## config.mk

```make
export PLATFORM = sky130hd
export DESIGN_NAME = rice_core_csr_access_ctrl
export DESIGN_NICKNAME = d
export VERILOG_FILES = /design/src/rtl/rice_core_csr_access_ctrl.sv
export SDC_FILE = /design/constraint.sdc
export NUM_CORES = 1
export LEC_CHECK = 0
export ABC_AREA = 1
export BUFFER_PORTS_ARGS = -buffer_cell sky130_fd_sc_hd__buf_2
export CELL_PAD_IN_SITES_DETAIL_PLACEMENT = 0
export CELL_PAD_IN_SITES_GLOBAL_PLACEMENT = 2
export CORE_MARGIN = 2
export CORE_UTILIZATION = 32
export CTS_BUF_LIST = sky130_fd_sc_hd__clkbuf_2
export CTS_CLUSTER_DIAMETER = 60
export DETAILED_ROUTE_END_ITERATION = 6
export PLACE_DENSITY_LB_ADDON = 0.1
export SYNTH_ARGS = -nofsm -noshare
export SYNTH_HDL_FRONTEND = slang
export SYNTH_SLANG_ARGS = --single-unit
```

## constraint.sdc

```tcl
create_clock -name i_clk -period 6.3 [get_ports i_clk]
set_clock_uncertainty 0.15 [all_clocks]
set_input_delay 0 -clock i_clk [delete_from_list [all_inputs] [get_ports i_clk]]
set_output_delay 0 -clock i_clk [all_outputs]
set_load 0.1 [all_outputs]
```

## src/rtl/rice_core_csr_access_ctrl.sv

```systemverilog
// CSR access sequencer: turns one CSRRW/CSRRS/CSRRC request into a read and/or
// write on the CSR bus, with flush and illegal-access handling.
module rice_core_csr_access_ctrl #(
  parameter int XLEN = 32
) (
  input  logic            i_clk,
  input  logic            i_rst,
  input  logic            i_enable,
  input  logic            i_flush,
  input  logic            i_req_valid,
  output logic            o_req_ready,
  input  logic [1:0]      i_req_op,
  input  logic [11:0]     i_req_address,
  input  logic [XLEN-1:0] i_req_data,
  input  logic            i_req_rd_zero,
  input  logic            i_req_src_zero,
  output logic            o_rsp_valid,
  input  logic            i_rsp_ready,
  output logic [XLEN-1:0] o_rsp_data,
  output logic            o_rsp_error,
  output logic            o_csr_request_valid,
  input  logic            i_csr_request_ready,
  output logic [11:0]     o_csr_address,
  output logic            o_csr_write,
  output logic [XLEN-1:0] o_csr_write_data,
  input  logic            i_csr_response_valid,
  input  logic [XLEN-1:0] i_csr_read_data,
  input  logic            i_csr_error,
  output logic            o_busy,
  output logic [2:0]      o_dbg_state
);

  // Handshakes: a transfer happens on a rising clock edge where valid and ready
  // are both high; valid never depends on ready, and the request payload holds
  // stable while valid is high and ready is low.

  localparam logic [2:0] S_IDLE    = 3'd0;
  localparam logic [2:0] S_RD_REQ  = 3'd1;
  localparam logic [2:0] S_RD_WAIT = 3'd2;
  localparam logic [2:0] S_WR_REQ  = 3'd3;
  localparam logic [2:0] S_WR_WAIT = 3'd4;
  localparam logic [2:0] S_RSP     = 3'd5;

  localparam logic [1:0] OP_RW = 2'b01;
  localparam logic [1:0] OP_RS = 2'b10;
  localparam logic [1:0] OP_RC = 2'b11;

  logic [2:0]      state_q, state_d;
  logic [1:0]      op_q, op_d;
  logic [11:0]     addr_q, addr_d;
  logic [XLEN-1:0] data_q, data_d;
  logic            need_write_q, need_write_d;
  logic            discard_q, discard_d;
  logic [XLEN-1:0] rsp_data_q, rsp_data_d;
  logic            rsp_err_q, rsp_err_d;
  logic [XLEN-1:0] wdata_q, wdata_d;

  logic            accept;
  logic            req_need_read;
  logic            req_need_write;
  logic            req_illegal;
  logic            flush_seen;
  logic [XLEN-1:0] merge_data;

  assign o_req_ready    = (state_q == S_IDLE) & i_enable & ~i_flush & ~i_rst;
  assign accept         = o_req_ready & i_req_valid;
  assign req_need_read  = !((i_req_op == OP_RW) && i_req_rd_zero);
  assign req_need_write = (i_req_op == OP_RW) || !i_req_src_zero;
  // A write to address[11:10] == 2'b11 targets a read-only CSR.
  assign req_illegal    = (i_req_op == 2'b00) ||
                          (req_need_write && (i_req_address[11:10] == 2'b11));
  // A flush arriving on the same cycle as the bus response still discards.
  assign flush_seen     = discard_q | i_flush;

  always_comb begin
    case (op_q)
      OP_RS:   merge_data = i_csr_read_data | data_q;
      OP_RC:   merge_data = i_csr_read_data & ~data_q;
      default: merge_data = data_q;
    endcase
  end

  always_comb begin
    state_d      = state_q;
    op_d         = op_q;
    addr_d       = addr_q;
    data_d       = data_q;
    need_write_d = need_write_q;
    discard_d    = discard_q;
    rsp_data_d   = rsp_data_q;
    rsp_err_d    = rsp_err_q;
    wdata_d      = wdata_q;
    case (state_q)
      S_IDLE: begin
        if (accept) begin
          op_d         = i_req_op;
          addr_d       = i_req_address;
          data_d       = i_req_data;
          need_write_d = req_need_write;
          discard_d    = 1'b0;
          rsp_data_d   = '0;
          rsp_err_d    = 1'b0;
          if (req_illegal) begin
            rsp_err_d = 1'b1;
            state_d   = S_RSP;
          end else if (req_need_read) begin
            state_d = S_RD_REQ;
          end else begin
            wdata_d = i_req_data;
            state_d = S_WR_REQ;
          end
        end
      end
      S_RD_REQ: begin
        if (i_flush) discard_d = 1'b1;
        if (i_csr_request_ready) state_d = S_RD_WAIT;
      end
      S_RD_WAIT: begin
        if (i_flush) discard_d = 1'b1;
        if (i_csr_response_valid) begin
          rsp_data_d = i_csr_read_data;
          if (i_csr_error) begin
            rsp_err_d = 1'b1;
            state_d   = flush_seen ? S_IDLE : S_RSP;
          end else if (need_write_q && !flush_seen) begin
            wdata_d = merge_data;
            state_d = S_WR_REQ;
          end else begin
            state_d = flush_seen ? S_IDLE : S_RSP;
          end
        end
      end
      S_WR_REQ: begin
        if (i_flush) discard_d = 1'b1;
        if (i_csr_request_ready) state_d = S_WR_WAIT;
      end
      S_WR_WAIT: begin
        if (i_flush) discard_d = 1'b1;
        if (i_csr_response_valid) begin
          rsp_err_d = i_csr_error;
          state_d   = flush_seen ? S_IDLE : S_RSP;
        end
      end
      S_RSP: begin
        if (i_flush || i_rsp_ready) state_d = S_IDLE;
      end
      default: state_d = S_IDLE;
    endcase
  end

  always_ff @(posedge i_clk or posedge i_rst) begin
    if (i_rst) begin
      state_q      <= S_IDLE;
      op_q         <= 2'b00;
      addr_q       <= '0;
      data_q       <= '0;
      need_write_q <= 1'b0;
      discard_q    <= 1'b0;
      rsp_data_q   <= '0;
      rsp_err_q    <= 1'b0;
      wdata_q      <= '0;
    end else begin
      state_q      <= state_d;
      op_q         <= op_d;
      addr_q       <= addr_d;
      data_q       <= data_d;
      need_write_q <= need_write_d;
      discard_q    <= discard_d;
      rsp_data_q   <= rsp_data_d;
      rsp_err_q    <= rsp_err_d;
      wdata_q      <= wdata_d;
    end
  end

  // A response being flushed is withdrawn in the same cycle so it cannot handshake.
  assign o_rsp_valid         = (state_q == S_RSP) & ~i_flush;
  assign o_rsp_data          = rsp_data_q;
  assign o_rsp_error         = rsp_err_q;
  assign o_csr_request_valid = (state_q == S_RD_REQ) | (state_q == S_WR_REQ);
  assign o_csr_address       = addr_q;
  assign o_csr_write         = (state_q == S_WR_REQ);
  assign o_csr_write_data    = wdata_q;
  assign o_busy              = (state_q != S_IDLE);
  assign o_dbg_state         = state_q;

endmodule

```

Yosys cells after proc, flatten, opt, wreduce, memory -nomap -nowiden
Cells that the tools add are included.

Equality and inequality tests: 21. Muxes and demuxes: 32. Bitwise gates (word level): 12. Reductions and logical operators: 21.

Operators by type and width (number): 2-to-1 mux 32 bit (8); case mux 32 bit (2 select lines) (3); bitwise AND 32 bit (1); NOT 32 bit (1); OR 32 bit (1); 2-to-1 mux 3 bit (10); != test 2 bit, second input constant (10); case mux 3 bit (6 select lines) (1); 2-to-1 mux 1 bit (7); AND reduction 7 bit (1); == test 2 bit, second input constant (3); == test 3 x 2 -> 1 bit, second input constant (2); == test 3 bit, second input constant (2); AND reduction 3 bit (2); AND reduction 6 bit (1); nonzero test 3 bit (2); bitwise AND 1 bit (5); AND reduction 5 bit (1); != test 2 x 1 -> 1 bit, second input constant (2); nonzero test 2 bit (2); OR reduction 4 bit (1); == test 3 x 1 -> 1 bit, second input constant (1); logical AND 1 bit (3); logical NOT 3 bit (1); 10 further kinds (15).

Register bits after elaboration: 116. Bits of input ports: 89. Output and inout port bits: 85.

Longest topological paths before layout
Gate-level depths: netlist of the first run.

Depth in word-level cells: 7. Depth in mapped cells: 10.

Least setup slack after synthesis of the first run
Ideal clock, no wire load.

Kind: register -> output. Start point: register state_q[1], in the netlist o_dbg_state[1]. End point: output o_req_ready. Data arrival time: 3.501 ns. Data required time: 6.150 ns. Path slack: 2.649 ns. Cell stages (with the launch flop): 5. Cells stage by stage: dfrtp_1 buf_2 inv_1 nand2_4 nor3_1.

Cells in the longest elaborated chain, start to end: 4.

Ends and longest elaborated chain: from (decl) (RTL line 48) `logic [2:0] state_q, state_d;`; from (signal assigned) (RTL line 163) `state_q <= state_d;`; logical NOT 3 bit (RTL line 65) `assign o_req_ready = (state_q == S_IDLE) & i_enable & ~i_flush & ~i_rst;`; bitwise AND 1 bit (3 in series) (RTL line 65); to (decl) (RTL line 11) `output logic o_req_ready,`.

No other way between the ends.

Worst setup path after layout of the first run
Start point: register state_q[2], in the netlist o_dbg_state[2]. End point: register wdata_q[27], in the netlist o_csr_write_data[27].

Cells in the longest elaborated chain, start to end: 7.

Ends and longest elaborated chain: logical NOT 3 bit (RTL line 65, 93); bitwise AND 1 bit (3 in series) (RTL line 65); bitwise AND 1 bit (RTL line 66) `assign accept = o_req_ready & i_req_valid;`; != test 2 bit (no source line); AND reduction 7 bit (no source line); to (signal assigned) (RTL line 171) `wdata_q <= wdata_d;`; to (decl) (RTL line 56) `logic [XLEN-1:0] wdata_q, wdata_d;`.

Parallel ways exist; a longest one is shown, timed or not. A chain may end at the register's enable or synchronous reset.

==> results by group, run 1 <==
Status
  • Status: finished, final reports clean

Worst setup path
  • Class of the most critical setup path: register to register
  • CP Launch Type: register
  • Worst Path Required: 6690 ps
  • R2r setup slk: 2570 ps
  • Worst r2r dst: o_csr_write_data[27]
  • R2R depth: 8
  • Worst setup EP type: register
  • Data arrival time of the worst path: 4130 ps
  • Reg-to-Reg Start: o_dbg_state[2]
  • Max Fanout on Critical Path: 63

Pwr
  • Clock power share: 8.3%
  • Share of total power in combinational logic: 65.5%
  • Flop pwr share: 26.2%
  • Internal Power: 0.00192 W
  • Worst vdd ir: 0.000347 V
  • P_sw: 0.00308 W
  • Switching Fraction: 61.7%
  • PwrDens: 533 nW/um^2
  • Leak: 4.87 nW

Synth
  • Main flop type after synthesis: dfrtp_1
  • Post-synthesis register bit count: 116
  • Synth top area cells: dfrtp_1 (49%), nand2_1 (17%), nand3_1 (11%)
  • Mapped Nets: 867
  • Post-synthesis sequential area ratio: 48.9%
  • XOR/XNOR share of the synthesized area: 0%
  • Yosys top cell area share: 48.9%
  • Netlist cell types: 25
  • EDFF count, synth: 0
  • Mux cell area share after synthesis: 0%
  • Async SR Flop Fraction: 100%
  • Syn Inst Count: 778
  • Post-Synth Adder-Cell Area: 0%
  • Synth Area in Simple Gates: 36.2%
  • Yosys top cell by area: dfrtp_1
  • Compound-gate portion of the synthesized area: 6.47%
  • Synthesized cell area: 5940 sq um
  • Largest family of logic cells by synthesized area: simple AND/OR/NAND/NOR gates
  • Post-Syn Area per Cell: 7.63 sq um
  • Yosys warnings: 0

STA
  • Setup_tns: 0 ps
  • Max Freq: 268 MHz
  • Count of final setup violators: 0
  • Tcrit/Tclk final: 59.3%
  • Worst-margin pin slew: 890 ps
  • Hold WS: 104 ps
  • Hold Fails Final Rpt: 0
  • Final min period: 3730 ps
  • Unrepaired setup endpoints after global routing: no
  • Slew margin rel.: 40.5%
  • Slew Limit Fails: 0

Detailed routing
  • Avg WL per Cell: 15.2 um
  • Vias per cell: 4.79
  • Final ANT Viol Nets: 0
  • Detailed-route via count: 6,675
  • DRT iter0 DRCs: 274
  • DRC viols: 0
  • WL final: 21,100 um
  • Drt first pass iters: 4

Finish
  • Sequential cell area: 2900 sq um
  • Layout fillers: 1,771
  • Area Growth Syn to Fin: 57.9%
  • Most frequent cells in the layout: nand2_1 (269), dlygate4sd3_1 (230), buf_2 (173)
  • Final Cell Area: 9380 sq um
  • Share of cells above drive strength 1: 21.4%
  • Area of the multi-input gates: 2560 sq um
  • Commonest non-fill, non-tap cell in the layout: nand2_1
  • Final net count: 1,241

Placement
  • PortBufs: 173
  • Dpl hpwl: 12,100 um
  • DP Area: 6880 sq um
  • Placer Congestion: 0.760

CTS
  • CTS Buf Count: 17
  • Clk sink count: 116
  • Worst skew pair latency: 650 ps
  • Max Root-Sink Buffers: 2
  • Post-CTS setup buffer count: 0
  • Clk pin slew, worst setup/hold paths: 180 ps
  • H-tree lvl count: 4
  • Root Buffer: clkbuf_2
  • Post-CTS sizing: 0
  • Hold_buf cts: 230
  • TritonCTS clock tree: yes

Run
  • Number of max-cap violations: 0

Global routing
  • GR Overflow Total: 0
  • First-pass GRT wire length: 34,700 um
  • GRT Overall Usage: 22.1%
  • Pin count of the biggest net entering global routing: 69
  • Initial antenna violation count: 1
  • Vias in the first global route: 6,857

Hold path
  • Worst Hold Launch: i_req_data[12]
  • Worst hold path depth: 6
  • Worst hold path class: input port to register
  • Hold EP: o_csr_write_data[12]

Die
  • Die area: 19,700 sq um
  • DIE HEIGHT: 140 um
  • Io pins: 174
  • Rows: 49
  • Core region area: 18,100 sq um
  • Starting Density: 32.8%
  • Die Wd: 140 um
-- layer usage --
| metal | GRT usage (%) | wire, um |
|---|---|---|
| met1 | 28.5 | 9480 |
| met2 | 38.0 | 10300 |
| met3 | 4.44 | 1040 |
| met4 | 6.01 | 308 |
| met5 | 0 | 0 |
-- power by group through the flow --
stage                     logic [W]  clock network, W  registers [W]
after detailed placement    0.00302                 0        0.00132
after global routing        0.00346          0.000471        0.00135
after floorplan            0.000845                 0        0.00293
final                       0.00327          0.000417        0.00131
after global placement      0.00299                 0        0.00131
after CTS                   0.00328          0.000437        0.00131
-- metrics by stage --
stage | total power (W) | util, % | cells | worst slack (ps)
finish | 0.00500 | 51.8 | 1394 | 2570
global route | 0.00528 | 51.8 | 1394 | 2170
CTS | 0.00502 | 51.8 | 1392 | 2540
detailed placement | 0.00434 | 38.0 | 1131 | 2570
global placement | 0.00431 | 38.0 | 1131 | 2700
floorplan | 0.00377 | - | 778 | 2650
-- area by class of cell --
cell class	count	share of cell area [%]
timing repair buffer	410	34.5
sequential	116	31.0
multi-input combinational	549	27.3
tap	229	3.06
inverter	58	2.35
clock buffer	22	1.17
clock inverter	9	0.681
antenna	1	0.0267
-- flip-flops by register name, summed over array words and instances, names as in the netlist --
| register | flops |
|---|---|
| data_q | 32 |
| discard_q | 1 |
| need_write_q | 1 |
| o_csr_address | 12 |
| o_csr_write_data | 32 |
| o_dbg_state | 3 |
| o_rsp_data | 32 |
| o_rsp_error | 1 |
| op_q | 2 |
-- cells in the mapped netlist (3+ instances only) --
cell type	instances
nand2_1	271
nand3_1	131
dfrtp_1	116
inv_1	56
nor2_1	49
nand4_1	34
buf_2	30
a21oi_2	29
clkbuf_1	16
o21ai_1	14
a21oi_1	6
buf_6	5
buf_1	3
o21ai_0	3
-- worst max-delay path, cell delays in order (launching register included) --
cell	delay, ps
dfrtp_1	530
nor2_4	210
nand2_4	100
inv_2	100
nand3_4	570
nand2_2	870
nand3_2	760
nand2_1	230
nand2_1	60
-- kinds of logic (layout without fill, tap and decap cells) --
| kind of cell | Yosys count | in the layout |
|---|---|---|
| buffers and inverters | 113 | 499 |
| flip-flops | 116 | 116 |
| other | 0 | 1 |
| AND/OR/NAND/NOR | 495 | 495 |
| AO/OA/AOI/OAI | 54 | 54 |
-- how the worst max path moves through the flow --
stage / slack [ps] / to / from
after floorplan: 2650 / o_req_ready / o_dbg_state[1]
after global placement: 2700 / o_csr_write_data[21] / o_dbg_state[2]
after detailed placement: 2570 / o_csr_write_data[14] / o_dbg_state[2]
after CTS: 2540 / o_csr_write_data[27] / o_dbg_state[2]
after global routing: 2170 / o_csr_write_data[23] / o_dbg_state[2]
final: 2570 / o_csr_write_data[27] / o_dbg_state[2]
Power figures use the tool's default switching activity.
==> run 2: changes to the inputs <==
Settings changed: CORE_UTILIZATION 32 to 27.
Clock period 6.3 ns to 3.4 ns, I/O delays scaled along.
==> results by group, run 2 <==
Status
  • Status: aborted with a tool error (was finished, final reports clean)
  • Tool Error: [ERROR RSZ-0060] Max buffer count reached.
  • Last step reached: clock tree synthesis

Synth
  • Netlist cell types: 25 (unchanged)
  • Async SR Flop Fraction: 100% (unchanged)
  • Largest family of logic cells by synthesized area: simple AND/OR/NAND/NOR gates (unchanged)
  • Most common cell in the synthesized netlist: nand2_1 (unchanged)
  • Syn Inst Count: 778 (unchanged)
  • Compound-gate portion of the synthesized area: 6.47% (unchanged)
  • EDFF count, synth: 0 (unchanged)
  • Yosys warnings: 0 (unchanged)
  • Mapped Nets: 867 (unchanged)
  • Post-synthesis register bit count: 116 (unchanged)
  • Main flop type after synthesis: dfrtp_1 (unchanged)
  • Yosys top cell area share: 48.9% (unchanged)
  • Synthesized cell area: 5940 sq um (unchanged)
  • XOR/XNOR share of the synthesized area: 0% (unchanged)
  • Post-synthesis sequential area ratio: 48.9% (unchanged)
  • Mux cell area share after synthesis: 0% (unchanged)
  • Synth Area in Simple Gates: 36.2% (unchanged)
  • Synth top area cells: dfrtp_1 (49%), nand2_1 (17%), nand3_1 (11%) (unchanged)
  • Post-synth top cells: nand2_1 (271), nand3_1 (131), dfrtp_1 (116), inv_1 (56), nor2_1 (49) (unchanged)
  • Yosys top cell by area: dfrtp_1 (unchanged)
  • Post-Syn Area per Cell: 7.63 sq um (unchanged)
  • Post-Synth Adder-Cell Area: 0% (unchanged)

CTS
  • Max Root-Sink Buffers: 2 (unchanged)
  • Post-CTS setup buffer count: 0 (unchanged)
  • CTS Buf Count: 17 (unchanged)
  • Hold_buf cts: 245 (was 230)
  • Root Buffer: clkbuf_2 (unchanged)
  • Post-CTS sizing: 0 (unchanged)
  • H-tree lvl count: 4 (unchanged)
  • Clk sink count: 116 (unchanged)

Die
  • Starting Density: 27.4% (was 32.8%)
  • DIE HEIGHT: 152 um (was 140 um)
  • Die Wd: 152 um (was 140 um)
  • Io pins: 174 (unchanged)
  • Rows: 54 (was 49)

Placement
  • Pre-CTS setup slack: 1020 ps (was 2570 ps)
  • Placer Congestion: 0.745 (was 0.760)
  • Dpl hpwl: 13,200 um (was 12,100 um)
  • PortBufs: 173 (unchanged)
==> run 2: cell counts after synthesis <==
No cell type changed its count.
==> run 2: logic make-up after synthesis <==
kind of cell,after synthesis
AOI/OAI and AO/OA,54
buffers and inverters,113
DFF,116
and+or+nand+nor,495
==> run 2: stage by stage <==
stage	util (%)	std cells	instance area [sq um]	hold WS, ps
3_5_place_dp	32.4	1190	7040	59.4
3_3_place_gp	32.4	1190	7040	52.9
2_1_floorplan	-	778	5950	-17.0
==> run 3: changes to the inputs <==
Settings changed: CELL_PAD_IN_SITES_DETAIL_PLACEMENT 0 to not set, CELL_PAD_IN_SITES_GLOBAL_PLACEMENT 2 to not set, CORE_UTILIZATION 27 to 20, CTS_BUF_LIST sky130_fd_sc_hd__clkbuf_2 to not set, CTS_CLUSTER_DIAMETER 60 to not set, PLACE_DENSITY_LB_ADDON 0.1 to 0.15.
Clock period 3.4 ns to 4.4 ns, I/O delays scaled along.
==> results by group, run 3 (synthesized netlist as in run 1, its figures left out) <==
Die
  • Die area: 31,100 sq um
  • DIE HEIGHT: 176 um (was 152 um)
  • Starting Density: 20.2% (was 27.4%)
  • Die Wd: 176 um (was 152 um)
  • Io pins: 174 (unchanged)
  • Core region area: 29,400 sq um
  • Rows: 63 (was 54)

Global routing
  • M3 GR Usage: 2.97%
  • GRT Overall Usage: 14.4%
  • Pin count of the biggest net entering global routing: 87
  • Global Route met1 Usage: 20.6%
  • Initial antenna violation count: 1
  • First-pass GRT wire length: 34,300 um
  • M2 GR Usage: 22.0%
  • Vias in the first global route: 5,808
  • Busiest layer in global routing: met2
  • GR Overflow Total: 0

Detailed routing
  • WL final: 22,100 um
  • Final ANT Viol Nets: 0
  • DRT iter0 DRCs: 284
  • DRC viols: 0
  • Vias per cell: 4.16
  • Avg WL per Cell: 15.6 um
  • Drt first pass iters: 5
  • Detailed-route via count: 5,900

Placement
  • DP Area: 7120 sq um (was 7040 sq um)
  • Placer Congestion: 0.754 (was 0.745)
  • Dpl hpwl: 14,400 um (was 13,200 um)
  • PortBufs: 173 (unchanged)

Worst setup path
  • Critical Path Source: o_dbg_state[2]
  • R2r setup slk: 1200 ps
  • Worst Path Required: 4540 ps
  • Class of the most critical setup path: register to register
  • Data arrival time of the worst path: 3350 ps
  • Max Fanout on Critical Path: 39
  • R2R depth: 9
  • Worst setup EP type: register
  • Worst r2r dst: o_csr_write_data[12]
  • Critical Path End: o_csr_write_data[12]
  • CP Launch Type: register
  • Reg-to-Reg Start: o_dbg_state[2]

CTS
  • Clk sink count: 116 (unchanged)
  • TritonCTS clock tree: yes
  • Worst skew pair latency: 410 ps
  • Root Buffer: clkbuf_16 (was clkbuf_2)
  • CTS Buf Count: 17 (unchanged)
  • H-tree lvl count: 4 (unchanged)
  • Post-CTS sizing: 0 (unchanged)
  • Max Root-Sink Buffers: 2 (unchanged)
  • Post-CTS setup buffer count: 0 (unchanged)
  • Clk pin slew, worst setup/hold paths: 60 ps

STA
  • Hold Fails Final Rpt: 0
  • Unrepaired setup endpoints after global routing: no
  • Tcrit/Tclk final: 72.8%
  • Slew margin rel.: 29.1%
  • Setup_tns: 0 ps
  • Slew Limit Fails: 0
  • Count of final setup violators: 0
  • Max Freq: 312 MHz
  • Worst-margin pin slew: 1060 ps
  • Final min period: 3200 ps

Pwr
  • Leak: 4.55 nW
  • Worst vdd ir: 0.000330 V
  • PwrDens: 903 nW/um^2

Status
  • Status: finished, final reports clean (was aborted with a tool error)

Finish
  • Final Cell Area: 8620 sq um
  • Area Growth Syn to Fin: 45.1%
  • Share of cells above drive strength 1: 25.1%
  • Final net count: 1,102
  • Commonest non-fill, non-tap cell in the layout: nand2_1
  • Most frequent cells in the layout: nand2_1 (268), buf_2 (173), nand3_1 (131)

Run
  • Number of max-cap violations: 0

Hold path
  • Worst hold path class: input port to register
==> run 3: how the worst min path moves through the flow <==
stage                                     from                to  depth (start not counted)  slack, ps
after floorplan               i_req_address[0]  o_csr_address[0]                          2        -20
after global placement        i_req_address[2]  o_csr_address[2]                          3         90
after detailed placement      i_req_address[4]  o_csr_address[4]                          3        100
after CTS                 i_csr_response_valid    o_rsp_data[31]                          3         90
after global routing      i_csr_response_valid     o_rsp_data[8]                          3        130
final                     i_csr_response_valid    o_rsp_data[31]                          3        110
==> run 3: power by group <==
part / switching, W / total [W] / internal, W
clock: 0.000520 / 0.00149 / 0.000965
sequential: 0.000345 / 0.00189 / 0.00155
combinational: 0.00364 / 0.00441 / 0.000765
total: 0.00451 / 0.00779 / 0.00328
==> run 3: layout make-up <==
| type | count | area [sq um] |
|---|---|---|
| Antenna cell | 1 | 2.50 |
| Clock buffer | 24 | 502 |
| Clock inverter | 8 | 121 |
| Fill cell | 3210 | 20800 |
| Inverter | 58 | 223 |
| Multi-Input combinational cell | 549 | 2560 |
| Sequential cell | 116 | 2900 |
| Tap cell | 390 | 488 |
| Timing Repair Buffer | 271 | 1820 |
==> run 3: timing repair <==
action	4_1_cts	5_1_grt
hold buffers	87	0
hold endpoints to repair	201	0
setup endpoints to repair	0	0
==> run 3: critical path: stages, from the launching register on <==
cell and delay (ps):
dfrtp_1 500, nor2_4 200, nand2_4 100, inv_2 100, nand3_4 420, nand2_2 170, buf_4 380, nand3_2 690
nand2_1 230, nand2_1 70
==> run 3: per-layer routing <==
metal	vias to the layer above	share of wire (%)
met2	126	45
met5	-	0
met4	0	0.92
met3	13	3.6
li1	2992	-
met1	2769	51
==> run 3: through the flow <==
step | setup WS, ps | instances | hold slack (ps) | utilization (%) | power (W)
floorplan | 749 | 778 | -17.0 | - | 0.00540
global placement | 1230 | 1297 | 89.8 | 24.2 | 0.00628
detailed placement | 1160 | 1297 | 96.3 | 24.2 | 0.00629
CTS | 1140 | 1416 | 91.4 | 29.3 | 0.00788
global route | 822 | 1416 | 134 | 29.3 | 0.00821
finish | 1200 | 1417 | 111 | 29.3 | 0.00779
==> run 4: changes to the inputs <==
Clock period 4.4 ns to 2.6 ns, I/O delays scaled along.
==> results by group, run 4 (synthesized netlist as in run 1, its figures left out) <==
Global routing
  • First-pass GRT wire length: 34,600 um (was 34,300 um)
  • GRT Overall Usage: 14.5% (was 14.4%)
  • GR Overflow Total: 0 (unchanged)
  • Pin count of the biggest net entering global routing: 117 (was 87)
  • Vias in the first global route: 5,989 (was 5,808)
  • Initial antenna violation count: 0 (was 1)

Die
  • Rows: 63 (unchanged)
  • Core region area: 29,400 sq um (unchanged)
  • Starting Density: 20.2% (unchanged)
  • Io pins: 174 (unchanged)
  • DIE HEIGHT: 176 um (unchanged)
  • Die Wd: 176 um (unchanged)
  • Die area: 31,100 sq um (unchanged)

Worst setup path
  • Critical Path End: o_dbg_state[0] (was o_csr_write_data[12])
  • Max Fanout on Critical Path: 8 (was 39)
  • Worst Path Required: 2750 ps (was 4540 ps)
  • CP Launch Type: register (unchanged)
  • Data arrival time of the worst path: 2560 ps (was 3350 ps)
  • Worst setup EP type: register (unchanged)
  • Class of the most critical setup path: register to register (unchanged)
  • Critical Path Source: o_dbg_state[2] (unchanged)
  • Reg-to-Reg Start: o_dbg_state[2] (unchanged)
  • R2r setup slk: 190 ps (was 1200 ps)
  • Worst r2r dst: o_dbg_state[0] (was o_csr_write_data[12])
  • R2R depth: 7 (was 9)

Detailed routing
  • DRC viols: 0 (unchanged)
  • Detailed-route via count: 5,993 (was 5,900)
  • Avg WL per Cell: 15.5 um (was 15.6 um)
  • Final ANT Viol Nets: 0 (unchanged)
  • DRT iter0 DRCs: 355 (was 284)
  • Vias per cell: 4.18 (was 4.16)
  • WL final: 22,300 um (was 22,100 um)
  • Drt first pass iters: 5 (unchanged)

Placement
  • DP Area: 7250 sq um (was 7120 sq um)
  • Dpl hpwl: 14,200 um (was 14,400 um)
  • PortBufs: 173 (unchanged)
  • Placer Congestion: 0.775 (was 0.754)

CTS
  • TritonCTS clock tree: yes (unchanged)
  • Clk sink count: 116 (unchanged)
  • Clk pin slew, worst setup/hold paths: 60 ps (about the same)
  • CTS Buf Count: 17 (unchanged)
  • H-tree lvl count: 4 (unchanged)
  • Root Buffer: clkbuf_16 (unchanged)
  • Max Root-Sink Buffers: 2 (unchanged)
  • Worst skew pair latency: 420 ps (was 410 ps)

STA
  • Slew Limit Fails: 0 (unchanged)
  • Max Freq: 415 MHz (was 312 MHz)
  • Worst-margin pin slew: 804 ps (was 1060 ps)
  • Final min period: 2410 ps (was 3200 ps)
  • Count of final setup violators: 0 (unchanged)
  • Slew margin rel.: 46.4% (was 29.1%)
  • Hold Fails Final Rpt: 0 (unchanged)
  • Tcrit/Tclk final: 92.8% (was 72.8%)
  • Unrepaired setup endpoints after global routing: no (unchanged)

Finish
  • Area Growth Syn to Fin: 49.1% (was 45.1%)
  • Antenna Cells: 0 (was 1)
  • Share of cells above drive strength 1: 26.1% (was 25.1%)
  • Final Cell Area: 8860 sq um (was 8620 sq um)
  • Most frequent cells in the layout: nand2_1 (268), buf_2 (173), nand3_1 (131) (unchanged)
  • Commonest non-fill, non-tap cell in the layout: nand2_1 (unchanged)
  • Final net count: 1,119 (was 1,102)

Pwr
  • Flop pwr share: 23.4% (was 24.3%)
  • Worst vdd ir: 0.000578 V (was 0.000330 V)
  • Share of total power in combinational logic: 57.0% (was 56.6%)
  • Leak: 4.65 nW (was 4.55 nW)
  • Internal Power: 0.00577 W (was 0.00328 W)
  • Switching Fraction: 57.2% (was 57.9%)
  • Total power: 0.0135 W (was 0.00779 W)
  • P_sw: 0.00772 W (was 0.00451 W)
  • PwrDens: 1520 nW/um^2 (was 903 nW/um^2)
  • Clock power share: 19.6% (was 19.1%)

Status
  • Status: finished, final reports clean (unchanged)

Run
  • Number of max-cap violations: 0 (unchanged)

Hold path
  • Worst hold path class: input port to register (unchanged)
-- run 4: cell types whose count changed in the layout (fill, tap and decap cells not counted), moves of 2 or more --
cell / previous run / this run
nor2_1: 49 / 47
clkinvlp_4: 1 / 4
clkbuf_8: 5 / 1
buf_4: 11 / 15
dfrtp_2: 1 / 3
dlygate4sd3_1: 87 / 96
dfrtp_1: 115 / 113
bufinv_16: 3 / 5
buf_12: 0 / 4
-- run 4: area by class of cell --
class                      instances  area, sq um
clock buffer                      19          443
inverter                          58          221
sequential                       116         2910
clock inverter                    13          205
multi-input combinational        549         2570
tap                              390          488
fill                            3225        20500
timing repair buffer             288         2020
-- run 4: per-layer routing --
layer | vias up | global-route usage [%] | routed length, um
met3 | 11 | 2.73 | 855
met4 | 0 | 3.24 | 157
met2 | 131 | 23.0 | 10300
met1 | 2836 | 20.6 | 11000
li1 | 3015 | - | -
met5 | - | 0 | 0
-- run 4: worst min-delay path by stage --
| stage | start | cells past startpoint | slack (ps) | end |
|---|---|---|---|---|
| finish | i_rsp_ready | 7 | 30 | o_dbg_state[2] |
| global route | i_enable | 5 | 110 | need_write_q |
| CTS | i_rsp_ready | 7 | 30 | o_dbg_state[2] |
| detailed placement | i_req_address[0] | 3 | 90 | o_csr_address[0] |
| global placement | i_req_address[0] | 3 | 90 | o_csr_address[0] |
| floorplan | i_req_address[0] | 2 | -20 | o_csr_address[0] |
-- run 4: critical path, stage by stage, from the launching register on --
cell and delay [ps]:
dfrtp_1 590, nor2_4 90, inv_1 90, nor2_1 40, nor2_1 140, dlygate4sd3_1 590
nand2_1 50, dlygate4sd3_1 550
-- run 4: repair_timing --
| item | in CTS | in global routing |
|---|---|---|
| gates resized for setup | 0 | 1 |
| endpoints found under the setup margin | 0 | 1 |
| hold buffers | 96 | 0 |
| hold endpoints to repair | 232 | 0 |
| setup buffers | 0 | 0 |
-- run 4: power by group through the flow --
stage / combinational [W] / sequential, W / clock (W)
after floorplan: 0.00206 / 0.00710 / 0
after global placement: 0.00751 / 0.00320 / 0
after detailed placement: 0.00753 / 0.00319 / 0
after CTS: 0.00774 / 0.00317 / 0.00273
after global routing: 0.00814 / 0.00328 / 0.00282
final: 0.00768 / 0.00316 / 0.00265
-- run 4: stage by stage --
| stage | util, % | std cells | hold WS (ps) | setup TNS (ps) | setup WS, ps |
|---|---|---|---|---|---|
| after CTS | 30.1 | 1433 | 27.4 | 0 | 90.9 |
| after detailed placement | 24.6 | 1305 | 94.5 | 0 | 408 |
| after global placement | 24.6 | 1305 | 90.7 | 0 | 489 |
| after global routing | 30.1 | 1433 | 111 | 0 | 75.4 |
| final | 30.1 | 1433 | 31.3 | 0 | 188 |
| after floorplan | - | 778 | -17.0 | -177 | -177 |
